`src/rtl/fp32_divider_seq.sv`:
```
// Multi-cycle FP32 divider: restoring mantissa division, normalisation, range check, valid/ready handoff.
// Optional build macro ROUND_NEAREST_EN selects round-to-nearest-even instead of truncation.
module fp32_divider_seq #(
  parameter int unsigned BIAS  = 127,
  parameter int unsigned QBITS = 26
) (
  input  logic        clk,
  input  logic        rst_n,
  input  logic        in_valid,
  output logic        in_ready,
  input  logic [31:0] a,
  input  logic [31:0] b,
  output logic        out_valid,
  input  logic        out_ready,
  output logic [31:0] result,
  output logic        flag_invalid,
  output logic        flag_div_zero,
  output logic        flag_overflow,
  output logic        flag_underflow
);

  localparam int unsigned EW = 10;
  localparam int unsigned CW = 5;
  localparam int unsigned MW = 24;
  localparam int unsigned RW = 25;

  typedef enum logic [1:0] {S_IDLE, S_DIVIDE, S_NORM, S_DONE} state_t;

  state_t               r_state;
  logic                 r_sign;
  logic signed [EW-1:0] r_exp;
  logic [MW-1:0]        r_div;
  logic [RW-1:0]        r_rem;
  logic [QBITS-1:0]     r_q;
  logic [CW-1:0]        r_cnt;
  logic                 r_out_valid;
  logic [31:0]          r_result;
  logic                 r_inv, r_dz, r_ovf, r_unf;

  // Operand classification; denormals count as zero
  logic [7:0]  w_ea, w_eb;
  logic [22:0] w_ma, w_mb;
  logic        w_a_zero, w_a_inf, w_a_nan, w_b_zero, w_b_inf, w_b_nan;
  logic        w_sign;
  logic signed [EW-1:0] w_exp_in;

  assign w_ea     = a[30:23];
  assign w_ma     = a[22:0];
  assign w_eb     = b[30:23];
  assign w_mb     = b[22:0];
  assign w_a_zero = (w_ea == 8'h00);
  assign w_a_inf  = (w_ea == 8'hFF) && (w_ma == 23'd0);
  assign w_a_nan  = (w_ea == 8'hFF) && (w_ma != 23'd0);
  assign w_b_zero = (w_eb == 8'h00);
  assign w_b_inf  = (w_eb == 8'hFF) && (w_mb == 23'd0);
  assign w_b_nan  = (w_eb == 8'hFF) && (w_mb != 23'd0);
  assign w_sign   = a[31] ^ b[31];
  assign w_exp_in = EW'({2'b00, w_ea}) - EW'({2'b00, w_eb}) + EW'(BIAS);

  logic        w_special, w_sp_inv, w_sp_dz;
  logic [31:0] w_sp_result;

  always_comb begin
    w_special   = 1'b1;
    w_sp_inv    = 1'b0;
    w_sp_dz     = 1'b0;
    w_sp_result = 32'd0;
    if (w_a_nan || w_b_nan || (w_a_zero && w_b_zero) || (w_a_inf && w_b_inf)) begin
      w_sp_result = 32'h7FC0_0000;
      w_sp_inv    = 1'b1;
    end else if (w_a_inf) begin
      w_sp_result = {w_sign, 8'hFF, 23'd0};
    end else if (w_b_zero) begin
      w_sp_result = {w_sign, 8'hFF, 23'd0};
      w_sp_dz     = 1'b1;
    end else if (w_a_zero || w_b_inf) begin
      w_sp_result = {w_sign, 31'd0};
    end else begin
      w_special = 1'b0;
    end
  end

  // One restoring step: subtract divisor when it fits, then shift the partial remainder
  logic          w_ge;
  logic [RW-1:0] w_sub;

  assign w_ge  = (r_rem >= {1'b0, r_div});
  assign w_sub = w_ge ? (r_rem - {1'b0, r_div}) : r_rem;

  logic                 w_hi;
  logic [22:0]          w_frac, w_frac_f;
  logic signed [EW-1:0] w_exp_n, w_exp_f;
  logic [31:0]          w_norm_result;
  logic                 w_norm_ovf, w_norm_unf;

  assign w_hi    = r_q[QBITS-1];
  assign w_frac  = w_hi ? r_q[QBITS-2:2] : r_q[QBITS-3:1];
  assign w_exp_n = w_hi ? r_exp : (r_exp - EW'(1));

`ifdef ROUND_NEAREST_EN
  logic        w_guard, w_sticky, w_inc;
  logic [23:0] w_frac_sum;

  assign w_guard    = w_hi ? r_q[1] : r_q[0];
  assign w_sticky   = (w_hi & r_q[0]) | (r_rem != '0);
  assign w_inc      = w_guard & (w_sticky | w_frac[0]);
  assign w_frac_sum = {1'b0, w_frac} + 24'(w_inc);
  assign w_frac_f   = w_frac_sum[22:0];
  assign w_exp_f    = w_exp_n + EW'(w_frac_sum[23]);
`else
  assign w_frac_f = w_frac;
  assign w_exp_f  = w_exp_n;
`endif

  always_comb begin
    w_norm_ovf    = 1'b0;
    w_norm_unf    = 1'b0;
    w_norm_result = {r_sign, w_exp_f[7:0], w_frac_f};
    if (w_exp_f >= 10'sd255) begin
      w_norm_result = {r_sign, 8'hFF, 23'd0};
      w_norm_ovf    = 1'b1;
    end else if (w_exp_f <= 10'sd0) begin
      w_norm_result = {r_sign, 31'd0};
      w_norm_unf    = 1'b1;
    end
  end

  always_ff @(posedge clk or negedge rst_n) begin
    if (!rst_n) begin
      r_state     <= S_IDLE;
      r_sign      <= 1'b0;
      r_exp       <= '0;
      r_div       <= '0;
      r_rem       <= '0;
      r_q         <= '0;
      r_cnt       <= '0;
      r_out_valid <= 1'b0;
      r_result    <= 32'd0;
      r_inv       <= 1'b0;
      r_dz        <= 1'b0;
      r_ovf       <= 1'b0;
      r_unf       <= 1'b0;
    end else begin
      case (r_state)
        S_IDLE: begin
          if (in_valid) begin
            r_sign <= w_sign;
            r_exp  <= w_exp_in;
            r_div  <= {1'b1, w_mb};
            r_rem  <= {2'b01, w_ma};
            r_q    <= '0;
            r_cnt  <= '0;
            if (w_special) begin
              r_result    <= w_sp_result;
              r_inv       <= w_sp_inv;
              r_dz        <= w_sp_dz;
              r_ovf       <= 1'b0;
              r_unf       <= 1'b0;
              r_out_valid <= 1'b1;
              r_state     <= S_DONE;
            end else begin
              r_state <= S_DIVIDE;
            end
          end
        end
        S_DIVIDE: begin
          r_q   <= {r_q[QBITS-2:0], w_ge};
          r_rem <= w_sub << 1;
          r_cnt <= r_cnt + CW'(1);
          if (r_cnt == CW'(QBITS - 1)) r_state <= S_NORM;
        end
        S_NORM: begin
          r_result    <= w_norm_result;
          r_inv       <= 1'b0;
          r_dz        <= 1'b0;
          r_ovf       <= w_norm_ovf;
          r_unf       <= w_norm_unf;
          r_out_valid <= 1'b1;
          r_state     <= S_DONE;
        end
        S_DONE: begin
          if (out_ready) begin
            r_out_valid <= 1'b0;
            r_inv       <= 1'b0;
            r_dz        <= 1'b0;
            r_ovf       <= 1'b0;
            r_unf       <= 1'b0;
            r_state     <= S_IDLE;
          end
        end
        default: r_state <= S_IDLE;
      endcase
    end
  end

  assign in_ready       = (r_state == S_IDLE);
  assign out_valid      = r_out_valid;
  assign result         = r_result;
  assign flag_invalid   = r_inv;
  assign flag_div_zero  = r_dz;
  assign flag_overflow  = r_ovf;
  assign flag_underflow = r_unf;

endmodule

```
`config.mk`:
```
export PLATFORM = sky130hd
export DESIGN_NAME = fp32_divider_seq
export DESIGN_NICKNAME = d
export VERILOG_FILES = /design/src/rtl/fp32_divider_seq.sv
export SDC_FILE = /design/constraint.sdc
export NUM_CORES = 1
export LEC_CHECK = 0
export ABC_CLOCK_PERIOD_IN_PS = 3700
export BUFFER_PORTS_ARGS = -buffer_cell sky130_fd_sc_hd__buf_2
export CAP_MARGIN = 0
export CORE_MARGIN = 5
export CORE_UTILIZATION = 59
export DETAILED_ROUTE_END_ITERATION = 6
export PLACE_DENSITY_LB_ADDON = 0.2
export SLEW_MARGIN = 20
export SYNTH_ARGS = -nofsm -noshare
export SYNTH_HDL_FRONTEND = slang
export SYNTH_SLANG_ARGS = --single-unit
```
`constraint.sdc`:
```
create_clock -name clk -period 3.7 [get_ports clk]
set_clock_uncertainty 0.2 [all_clocks]
set_input_delay 0.185 -clock clk [delete_from_list [all_inputs] [get_ports clk]]
set_output_delay 0.185 -clock clk [all_outputs]
set_load 0.02 [all_outputs]
```
## Yosys cells after proc, flatten, opt, wreduce, memory -nomap -nowiden

Index checks and enable logic that the tools add are counted.
Widths: inputs -> output; s select.

- Input bits: 68
- Word-level logic and storage cells: 105
- Register bits after elaboration: 130
- Output and inout port bits: 38

- Eq/ne operators: 10
- Muxes and demuxes: 48
- Magnitude comparators: 3
- $add $sub $neg: 5
- Reductions and logical operators: 25
- Bitwise operators: 1

Operators with widths:

| cell | count |
|---|---|
| $mux 32 | 6 |
| $pmux 32 s2 | 1 |
| $mux 31 | 2 |
| $pmux 26 s2 | 1 |
| $pmux 25 s2 | 1 |
| $logic_not 23->1 | 2 |
| $reduce_bool 23->1 | 2 |
| $mux 26 | 1 |
| $ge 25x24->1 | 1 |
| $mux 25 | 1 |
| $mux 24 | 1 |
| $sub 24x24->24 | 1 |
| $mux 23 | 1 |
| $mux 1 | 20 |
| $eq 8x8->1 const B | 2 |
| $logic_not 8->1 | 2 |
| $pmux 1 s3 | 5 |
| $add 9x8->10 const B | 1 |
| $ge 10x9->1 const B | 1 |
| $le 10x1->1 const B | 1 |
| $mux 10 | 1 |
| $pmux 5 s2 | 1 |
| $sub 10x2->10 const B | 1 |
| $sub 8x8->9 | 1 |
| other kinds (18) | 35 |

## Longest topological paths before layout

Gate-level depths: netlist of run 1.

- Depth in word-level cells: 10
- Depth in mapped cells: 13
- Depth with buffers taken out: 12

## Least setup slack after synthesis of run 1

No wires, ideal clock.

- Kind: reg-to-reg
- Start: register r_div[1]
- End: register r_rem[18]
- Setup slack: 683 ps
- Stages on the path, launching flop included: 13
- Data required time: 3,366 ps
- Path buffers: 2
- Setup time: 134 ps
- Data arrival time: 2,682 ps
- Clock period less this slack: 3,017 ps
- Cells stage by stage: dfrtp_1 > inv_1 > ha_1 > nor2b_1 > o31ai_1 > a31oi_1 > o311ai_2 > nand3_1 > and2_1 > buf_2 > buf_2 > mux2i_1 > o22ai_1

- Word-level cells in the longest chain between the ends: 3
- Elaborated cells on any way between the ends: 4
- Classes of those cells: add/sub (1); order compare (1); mux (2)

RTL lines:

| element | line | source |
|---|---|---|
| start: declaration | 32 | `logic [MW-1:0] r_div;` |
| start signal: assignment | 149 | `r_div <= {1'b1, w_mb};` |
| $sub 24x24->24 / $ge 25x24->1 (equally long branches) | 88, 87 |  |
| $mux 24 (*) | 88 | `assign w_sub = w_ge ? (r_rem - {1'b0, r_div}) : r_rem;` |
| $pmux 25 s2 (*) | 144 | `case (r_state)` |
| end signal: assignment | 150 | `r_rem <= {2'b01, w_ma};` |
| end signal: assignment | 168 | `r_rem <= w_sub << 1;` |
| end: declaration | 33 | `logic [RW-1:0] r_rem;` |

Mark *: on every way between the ends. The rest lies on a longest branch, timed or not.
A chain may end at the register's enable or synchronous reset.

## Worst setup path after layout of run 1

- Start: register r_div[1]
- End: register r_rem[19]

Same word-level chain as after synthesis.

==> metrics.csv, run 1 <==
stage,metric,value,unit
run_status,status,"complete, no violations",
routing,drt first pass iters,5,
layout,Layout area overhead,21.4,%
worst_setup_path,Critical Path Source Type,register,
cts,CTS Buffer Depth,2,
sta,Slew @ Worst Pin,0.847,ns
grt,initial antenna violation count,0,
logic_synthesis,Cell variety after synth,74,
grt,largest net degree at the start of global routing,93,
worst_setup_path,critical path class,reg2reg,
floorplanning,core area,13700,um^2
logic_synthesis,Synth top area share,39.8,%
routing,Routed WL,21700,um
logic_synthesis,top-count cell post-synth,dfrtp_1,
routing,DRC violations left,0,
cts,clock transition at the registers of the reported paths,0.05,ns
routing,detailed-route via count,7360,
cts,Worst-Skew Late Latency,0.42,ns
placed_design,post-detail-place hpwl,15100,um
power_and_ir_drop,worst ir drop on vdd,600,uV
grt,total track usage,27.4,%
power_and_ir_drop,leakage,0.00454,uW
layout,Post-Route Utilization,72.4,%
floorplanning,num ports,106,
logic_synthesis,number of cells produced by synthesis,892,
logic_synthesis,post-synthesis sequential area ratio,39.8,%
routing,WL/cell,17.7,um
placed_design,IO Port Bufs,105,
worst_setup_path,Worst Setup End Kind,register,
logic_synthesis,synth warn,0,
placed_design,gpl congestion,0.927,
logic_synthesis,Post-Syn Area,8180,um^2
worst_setup_path,CP Max Fanout,9,
grt,vias in the first global route,7169,
floorplanning,# rows,43,
sta,slew margin rel.,43.5,%
placed_design,pre-CTS setup slack,0.586,ns
power_and_ir_drop,PD cells,928,nW/um^2
logic_synthesis,Synth async-reset ratio,100,%
layout,layout net count,1146,
layout,layout cells sized above 1,18.9,%
logic_synthesis,leading area contributor after synthesis,dfrtp_1,
flow_run,max cap viols,0,
cts,number of H-tree levels,4,
sta,setup TNS,0,ns
floorplanning,overall die height,128,um
cts,TritonCTS buffer count,17,
sta,Hold WS,0.0475,ns
logic_synthesis,"Top FF cell, synth",dfrtp_1,
cts,CTS tree,built,
layout,ant diodes,0,
sta,Final Max Tran Viols,0,
floorplanning,width of the die,128,um
logic_synthesis,Syn Area/Cell,9.17,um^2
worst_setup_path,Worst Path Arrival,3.32,ns
sta,Final min period,3.19,ns
logic_synthesis,Post-synth EDFFs,0,
sta,Final WS setup,0.505,ns
routing,Antenna Nets Post-Route,0,
cts,post_cts resized,0,
grt,first-pass GRT wire length,35800,um
cts,CTS sink cnt,130,
floorplanning,Die ar.,16300,um^2
logic_synthesis,Syn Nets,1002,
sta,Setup-failing EPs final,0,
floorplanning,initial core utilization,59.6,%
grt,grt total ovfl,0,
routing,initial drt markers,562,
worst_setup_path,Required @ worst endpoint,3.83,ns
logic_synthesis,Yosys reg bits,130,
logic_synthesis,Synth area leaders,"dfrtp_1 40%, ha_1 6.1%, mux2i_1 4.3%",
routing,post-DR vias/cell,5.99,
sta,Final period util,86.3,%
sta,RSZ-0062 raised after global routing,false,
logic_synthesis,synth cell count leaders,"130 x dfrtp_1, 86 x nand2_1, 65 x o21ai_0",
worst_hold_path,min-delay worst type,in2reg,
cts,Root Buffer Master,clkbuf_16,
cts,post-cts hold buffer count,47,
sta,Fmax,313,MHz
sta,final number of hold-violating endpoints,0,
cts,Setup Buffers After CTS,0,
[worst paths after layout]
| kind | cells past startpoint | endpoint | slack, ns | startpoint |
|---|---|---|---|---|
| setup / recovery | 12 | r_rem[19] | 0.51 | r_div[1] |
| hold / removal | 4 | r_rem[21] | 0.05 | a[21] |
| setup reg to reg | 12 | r_rem[19] | 0.51 | r_div[1] |
| hold reg to reg | 2 | r_div[23] | 0.26 | r_div[23] |
| max in group asynchronous | 3 | r_q[20] | 2.25 | rst_n |
| min in group asynchronous | 2 | r_rem[12] | 0.21 | rst_n |
[cells in the final DEF (no fill, tap or decap), types with 3 or more instances in the layout]
cell type,n
a211oi_1,5
a21o_1,4
a21oi_1,52
a22o_1,26
a31o_2,3
a31oi_1,10
and2_1,4
and3_1,13
buf_2,104
buf_4,17
bufinv_16,3
clkbuf_16,17
clkinv_4,3
dfrtp_1,130
dlygate4sd3_1,47
ha_1,40
inv_1,58
mux2_2,26
mux2i_1,35
nand2_1,86
nand2b_1,4
nand3_1,32
nand4_1,14
nor2_1,52
nor2b_1,7
nor3_1,19
nor4_1,18
o211ai_1,6
o21a_1,11
o21ai_0,65
o221ai_1,3
o22ai_1,11
o31ai_1,4
or2_2,4
or3_1,11
or4_1,3
xnor2_1,26
xor2_1,15
[per-layer routing]
layer / wire length [um] / vias up / GRT usage, %
met3: 1350 / 52 / 5.17
met2: 10400 / 270 / 44.8
met5: 0 / - / 0
met1: 9350 / 3514 / 35.9
met4: 651 / 0 / 11.2
li1: - / 3524 / -
[final cells by class]
type	count	area, um^2
inverters	58	218
multi-input cells	660	4490
fillers	1040	3790
well taps	180	225
clock inverters	11	151
repair buffers	169	1130
flip-flops and latches	130	3250
clock buffers	21	460
[sequential cells by signal, indices dropped and copies added, names as in the netlist]
name            cells
r_state             2
r_div              24
flag_invalid        1
r_q                26
r_exp              10
result             32
r_cnt               5
out_valid           1
flag_overflow       1
flag_div_zero       1
r_rem              25
r_sign              1
flag_underflow      1
[power breakdown]
part	switching, uW	total [uW]	leakage [uW]	internal, uW
Clock	634	1730	0.000298	1100
Sequential	356	2210	0.00166	1850
Combinational	3150	5270	0.00258	2130
[metrics by stage]
step / cells / cell area, um^2 / power, uW
2_1_floorplan: 892 / 8180 / 6070
3_3_place_gp: 1150 / 8850 / 7250
3_5_place_dp: 1150 / 8850 / 7330
4_1_cts: 1229 / 9930 / 9150
5_1_grt: 1229 / 9930 / 9900
6_report: 1229 / 9930 / 9220
[logic make-up (layout without fill, tap and decap cells)]
| family | count (synthesis) | after routing | synth area share [%] |
|---|---|---|---|
| AOI/OAI and AO/OA | 232 | 232 | 18.6 |
| xor gates and xnor gates | 41 | 41 | 4.39 |
| adders and majority gates | 42 | 42 | 6.61 |
| buffers and inverters | 102 | 259 | 5.43 |
| DFF | 130 | 130 | 39.8 |
| muxes | 61 | 61 | 7.86 |
| and+or+nand+nor | 284 | 284 | 17.4 |
[critical path, cell delays in order, from the launching register on]
cell      delay, ns
dfrtp_1        0.39
inv_1          0.06
ha_1           0.29
nor2b_1        0.14
o31ai_1        0.20
buf_4          0.17
a31oi_1        0.14
o311ai_2       0.49
nand3_1        0.19
nand2_1        0.28
buf_4          0.25
nand2_1        0.08
a31oi_1        0.20
Note: power is estimated with default switching activity, not from simulation.
==> inputs of run 2 (changes only) <==
--- a/config.mk
+++ b/config.mk
@@ -8,6 +8,7 @@
 export ABC_CLOCK_PERIOD_IN_PS = 3700
 export BUFFER_PORTS_ARGS = -buffer_cell sky130_fd_sc_hd__buf_2
 export CAP_MARGIN = 0
+export CORE_ASPECT_RATIO = 0.9
 export CORE_MARGIN = 5
 export CORE_UTILIZATION = 59
 export DETAILED_ROUTE_END_ITERATION = 6
==> run 2 against run 1 <==
Wire length increased by 0.23%. Sequential cell count did not move. Worst setup slack got worse by 0.066 ns. Global-route usage rose by 0.39 points. Worst hold slack lost 0.038 ns. Sequential power about the same. Critical path depth shrank 2. Cell count fell by 1.4%. Combinational power is essentially flat. Register-to-register slack got worse by 0.07 ns. Critical endpoint is now r_rem[9].
==> metrics.csv, run 2 (same netlist as run 1, synthesis figures left out) <==
stage,metric,value,unit
layout,Post-Route Utilization,73.0,%
layout,max reg flops,32,
power_and_ir_drop,Net Sw Frac,46.5,%
worst_setup_path,Worst Setup End Kind,register,
power_and_ir_drop,Internal Power,4850,uW
routing,initial drt markers,593,
sta,RSZ-0062 raised after global routing,false,
sta,Fmax,307,MHz
grt,total track usage,27.8,%
floorplanning,initial core utilization,60.8,%
power_and_ir_drop,worst ir drop on vdd,583,uV
cts,number of H-tree levels,4,
grt,vias in the first global route,7400,
floorplanning,# rows,40,
layout,layout cells sized above 1,19.1,%
worst_setup_path,Worst Path Arrival,3.36,ns
sta,final number of hold-violating endpoints,0,
layout,ant diodes,0,
power_and_ir_drop,PD cells,921,nW/um^2
worst_setup_path,CP Max Fanout,8,
power_and_ir_drop,leakage,0.00448,uW
layout,area occupied by multi-input gates,4500,um^2
worst_setup_path,Critical Path Source Type,register,
sta,Setup-failing EPs final,0,
layout,Filler cells,1029,
layout,"commonest cells after routing, fill and taps aside","130 x dfrtp_1, 104 x buf_2, 85 x nand2_1, 65 x o21ai_0, 58 x inv_1",
layout,layout net count,1141,
placed_design,post-detail-place hpwl,15400,um
routing,detailed-route via count,7461,
cts,CTS tree,built,
flow_run,max cap viols,0,
layout,Layout area overhead,20.1,%
routing,drt first pass iters,6,
placed_design,gpl congestion,0.943,
sta,slew margin rel.,37.6,%
placed_design,pre-CTS setup slack,0.477,ns
routing,post-DR vias/cell,6.16,
floorplanning,Die ar.,16300,um^2
cts,post_cts resized,0,
floorplanning,overall die height,122,um
cts,Worst-Skew Late Latency,0.44,ns
sta,Final period util,88.1,%
sta,Final Max Tran Viols,0,
floorplanning,num ports,106,
sta,Slew @ Worst Pin,0.936,ns
cts,clock transition at the registers of the reported paths,0.06,ns
routing,DRC violations left,0,
grt,grt total ovfl,0,
power_and_ir_drop,combinational share of power,58.5,%
sta,Hold WS,0.00908,ns
placed_design,IO Port Bufs,105,
routing,WL/cell,18.0,um
layout,"commonest non-fill, non-tap cell in the layout",dfrtp_1,
cts,CTS sink cnt,130,
layout,register area,3250,um^2
floorplanning,width of the die,134,um
worst_setup_path,Required @ worst endpoint,3.80,ns
sta,setup TNS,0,ns
cts,Setup Buffers After CTS,0,
cts,TritonCTS buffer count,17,
grt,first-pass GRT wire length,36200,um
worst_setup_path,critical path class,reg2reg,
grt,initial antenna violation count,0,
floorplanning,core area,13500,um^2
cts,CTS Buffer Depth,2,
routing,Routed WL,21800,um
grt,largest net degree at the start of global routing,119,
power_and_ir_drop,sw power,4210,uW
routing,Antenna Nets Post-Route,0,
cts,Root Buffer Master,clkbuf_16,
sta,Final min period,3.26,ns
run_status,status,"complete, no violations",
cts,post-cts hold buffer count,44,
worst_hold_path,min-delay worst type,in2reg,
power_and_ir_drop,Reg power frac,24.3,%
power_and_ir_drop,clock share of power,17.2,%
sta,Final WS setup,0.439,ns
power_and_ir_drop,total power,9050,uW
## run 2: final cells by class
| class | instances | share of cell area (%) |
|---|---|---|
| clock buffer | 17 | 4.33 |
| clock inverter | 15 | 1.29 |
| inverter | 58 | 2.22 |
| multi-input combinational | 660 | 45.7 |
| sequential | 130 | 33.1 |
| tap | 168 | 2.14 |
| timing repair buffer | 164 | 11.2 |
## run 2: path summary, 6_finish.rpt
| check | start | end | slack, ns | cells after the start |
|---|---|---|---|---|
| setup / recovery | r_rem[12] | r_rem[9] | 0.44 | 10 |
| setup reg to reg | r_rem[12] | r_rem[9] | 0.44 | 10 |
| hold reg to reg | r_div[23] | r_div[23] | 0.26 | 2 |
| hold / removal | a[21] | r_rem[21] | 0.009 | 4 |
| max in group asynchronous | rst_n | result[14] | 2.27 | 3 |
| min in group asynchronous | rst_n | r_exp[6] | 0.25 | 2 |
## run 2: worst max-delay path, stage by stage, from the launching register on
cell	delay, ns
dfrtp_1	0.41
ha_1	0.42
nand3_1	0.23
nor3_1	0.24
a31oi_1	0.13
o21a_1	0.16
a21oi_1	0.32
and2_1	0.46
buf_4	0.26
mux2i_1	0.21
o22ai_1	0.09
## run 2: routing by layer
layer  share of wire (%)  track usage, %  vias to the layer above
met1                  42            36.0                     3572
met3                 7.4            6.07                       53
met4                 2.7            11.1                        0
li1                    -               -                     3515
met5                   0               0                        -
met2                  48            45.8                      321
## run 2: power by group through the flow
stage / registers (uW) / logic (uW) / clock network, uW
finish: 2200 / 5300 / 1560
global route: 2250 / 5790 / 1640
CTS: 2190 / 5200 / 1570
detailed placement: 2210 / 5120 / 0
global placement: 2190 / 5040 / 0
floorplan: 2190 / 3880 / 0
## run 2: stage by stage
stage | cell area [um^2] | instances
final | 9830 | 1212
after global routing | 9830 | 1212
after CTS | 9830 | 1212
after detailed placement | 8830 | 1136
after global placement | 8830 | 1136
after floorplan | 8180 | 892
==> inputs of run 3 (changes only) <==
--- a/config.mk
+++ b/config.mk
@@ -5,12 +5,13 @@
 export SDC_FILE = /design/constraint.sdc
 export NUM_CORES = 1
 export LEC_CHECK = 0
+export ABC_AREA = 1
 export ABC_CLOCK_PERIOD_IN_PS = 3700
 export BUFFER_PORTS_ARGS = -buffer_cell sky130_fd_sc_hd__buf_2
 export CAP_MARGIN = 0
 export CORE_ASPECT_RATIO = 0.9
 export CORE_MARGIN = 5
-export CORE_UTILIZATION = 59
+export CORE_UTILIZATION = 60
 export DETAILED_ROUTE_END_ITERATION = 6
 export PLACE_DENSITY_LB_ADDON = 0.2
 export SLEW_MARGIN = 20
==> run 3 against run 2 <==
Area after synthesis grew 11%. Critical path depth is 1 higher. Critical path type unchanged. Register-to-register slack better by 0.43 ns.
==> metrics.csv, run 3 <==
stage,metric,value,unit
routing,Routed WL,24600,um
routing,Antenna Nets Post-Route,0,
logic_synthesis,leading area contributor after synthesis,dfrtp_1,
placed_design,post-detail-place hpwl,17300,um
worst_setup_path,Reg2Reg Launch Point,r_rem[6],
placed_design,gpl congestion,0.948,
routing,drt first pass iters,5,
floorplanning,# rows,42,
logic_synthesis,Synth async-reset ratio,100,%
routing,detailed-route via count,9132,
logic_synthesis,Synth area leaders,"dfrtp_1 36%, nand2_1 15%, inv_1 7.7%",
sta,final number of hold-violating endpoints,0,
sta,setup TNS,0,ns
worst_setup_path,FF-to-FF path depth,11,
layout,post-route insts no fill,1668,
worst_setup_path,Top delay family on crit path,simple AND/OR/NAND/NOR gates,
routing,M1 WL,11100,um
worst_setup_path,"Slowest-stage cell, CP",dfrtp_1,
placed_design,DP Cell Count,1587,
routing,post-DR vias/cell,5.47,
power_and_ir_drop,PD cells,956,nW/um^2
worst_setup_path,Worst Path Arrival,2.97,ns
logic_synthesis,Post-Syn Area,9070,um^2
floorplanning,width of the die,140,um
layout,max reg flops,32,
cts,Worst-Skew Late Latency,0.43,ns
logic_synthesis,post-synthesis sequential area ratio,35.9,%
logic_synthesis,top-count cell post-synth,nand2_1,
cts,CTS sink cnt,130,
sta,RSZ-0062 raised after global routing,false,
floorplanning,overall die height,127,um
floorplanning,core area,14800,um^2
cts,number of H-tree levels,4,
cts,clock transition at the registers of the reported paths,0.06,ns
worst_setup_path,endpoint of the worst register-to-register path,r_rem[4],
worst_setup_path,Worst Setup End Kind,register,
worst_setup_path,CP Max Fanout,25,
routing,initial drt markers,651,
worst_setup_path,"Top cell by count, worst path",nand3_1,
flow_run,max cap viols,0,
layout,"commonest cells after routing, fill and taps aside","357 x nand2_1, 185 x inv_1, 131 x nor2_1, 130 x dfrtp_1, 116 x nand3_1",
grt,grt total ovfl,0,
routing,DRC violations left,0,
worst_hold_path,Hold Path Sink,r_div[23],
power_and_ir_drop,leakage,0.00560,uW
logic_synthesis,synth cell count leaders,"357 x nand2_1, 185 x inv_1, 131 x nor2_1",
logic_synthesis,Post-synth EDFFs,0,
cts,CTS Buffer Depth,2,
floorplanning,num ports,106,
sta,Setup-failing EPs final,0,
routing,WL met3,1670,um
floorplanning,initial core utilization,61.4,%
layout,"commonest non-fill, non-tap cell in the layout",nand2_1,
worst_hold_path,min-delay worst type,in2reg,
layout,layout cells sized above 1,13.1,%
routing,WL/cell,14.8,um
logic_synthesis,Syn Nets,1432,
grt,largest net degree at the start of global routing,70,
placed_design,IO Port Bufs,105,
sta,Slew @ Worst Pin,0.899,ns
logic_synthesis,Syn Area/Cell,6.86,um^2
worst_hold_path,Hold Path Depth,4,
logic_synthesis,"Top FF cell, synth",dfrtp_1,
sta,Final Max Tran Viols,0,
grt,total track usage,28.3,%
layout,Post-Route Utilization,72.9,%
logic_synthesis,Cell variety after synth,43,
grt,first-pass GRT wire length,41400,um
cts,TritonCTS buffer count,17,
sta,Hold WS,0.0386,ns
logic_synthesis,Synth top area share,35.9,%
layout,ant diodes,0,
cts,Root Buffer Master,clkbuf_16,
worst_setup_path,Reg2Reg Setup Slack,0.86,ns
grt,vias in the first global route,8677,
floorplanning,Die ar.,17700,um^2
worst_setup_path,Critical Path Source Type,register,
worst_setup_path,CP Buf/Inv Count,1,
layout,Layout area overhead,18.8,%
worst_setup_path,CP max stage delay,0.40,ns
sta,slew margin rel.,40.0,%
layout,layout net count,1567,
logic_synthesis,synth warn,0,
worst_setup_path,critical path cell sequence,"ha_1, nand2_1, nor2_2, nand3_1, nand3_1, nand3_2, nand3_4, inv_4, nand2_1, nand3_1, a21oi_1",
worst_setup_path,Required @ worst endpoint,3.83,ns
routing,Met2 Wirelength,11300,um
logic_synthesis,number of cells produced by synthesis,1322,
power_and_ir_drop,worst ir drop on vdd,526,uV
routing,max layer used,met4,
sta,Final min period,2.84,ns
run_status,status,"complete, no violations",
worst_setup_path,critical path class,reg2reg,
layout,Filler cells,1207,
cts,CTS tree,built,
worst_hold_path,hold_sp,in_valid,
logic_synthesis,Yosys reg bits,130,
sta,Final period util,76.6,%
cts,Setup Buffers After CTS,0,
sta,Fmax,353,MHz
grt,initial antenna violation count,0,
-- run 3: repair_timing --
action	in CTS	in global routing
endpoints found under the hold margin	114	0
gates resized for setup	0	0
hold buffers	49	0
-- run 3: how the worst max path moves through the flow --
stage / startpoint / endpoint / slack, ns / depth (start not counted)
after floorplan: r_rem[15] / r_rem[10] / 1.58 / 14
after global placement: r_rem[20] / r_rem[8] / 0.92 / 12
after detailed placement: r_rem[21] / r_rem[23] / 0.93 / 11
after CTS: r_rem[21] / r_rem[4] / 0.89 / 10
after global routing: r_rem[21] / r_rem[4] / 0.63 / 10
final: r_rem[6] / r_rem[4] / 0.86 / 11
-- run 3: worst reg2reg max path: stages (launching register included) --
cell,delay [ns]
dfrtp_1,0.40
ha_1,0.38
nand2_1,0.14
nor2_2,0.17
nand3_1,0.09
nand3_1,0.19
nand3_2,0.29
nand3_4,0.40
inv_4,0.16
nand2_1,0.09
nand3_1,0.07
a21oi_1,0.16
-- run 3: area by class of cell --
type	count	area, um^2	share of cell area, %
multi-input combinational	944	4820	44.8
sequential	130	3250	30.2
timing repair buffer	166	1120	10.4
inverter	198	746	6.92
clock buffer	18	429	3.98
tap	198	248	2.30
clock inverter	14	154	1.43
-- run 3: kinds of logic after synthesis --
| kind of cell | after synthesis | synth area share (%) |
|---|---|---|
| DFF | 130 | 35.9 |
| AOI/OAI and AO/OA | 211 | 13.2 |
| and+or+nand+nor | 669 | 31.8 |
| buffers and inverters | 248 | 11.1 |
| adders and majority gates | 42 | 5.96 |
| xor gates and xnor gates | 22 | 2.13 |
-- run 3: per-stage QoR --
stage / setup WS (ns) / instance area [um^2] / total power [uW]
after floorplan: 1.58 / 9070 / 7140
after global placement: 0.919 / 9700 / 8350
after detailed placement: 0.929 / 9700 / 8450
after CTS: 0.887 / 10800 / 10200
after global routing: 0.631 / 10800 / 11200
final: 0.865 / 10800 / 10300
-- run 3: power breakdown --
part,internal (uW),switching (uW),leakage [uW]
Combinational,2080,4210,0.00368
Clock,998,676,0.000266
Sequential,1990,352,0.00165
-- run 3: layer usage --
metal / vias up / global-route usage (%)
met4: 0 / 8.32
met3: 46 / 5.16
li1: 4537 / -
met1: 4228 / 38.7
met2: 321 / 46.4
met5: - / 0
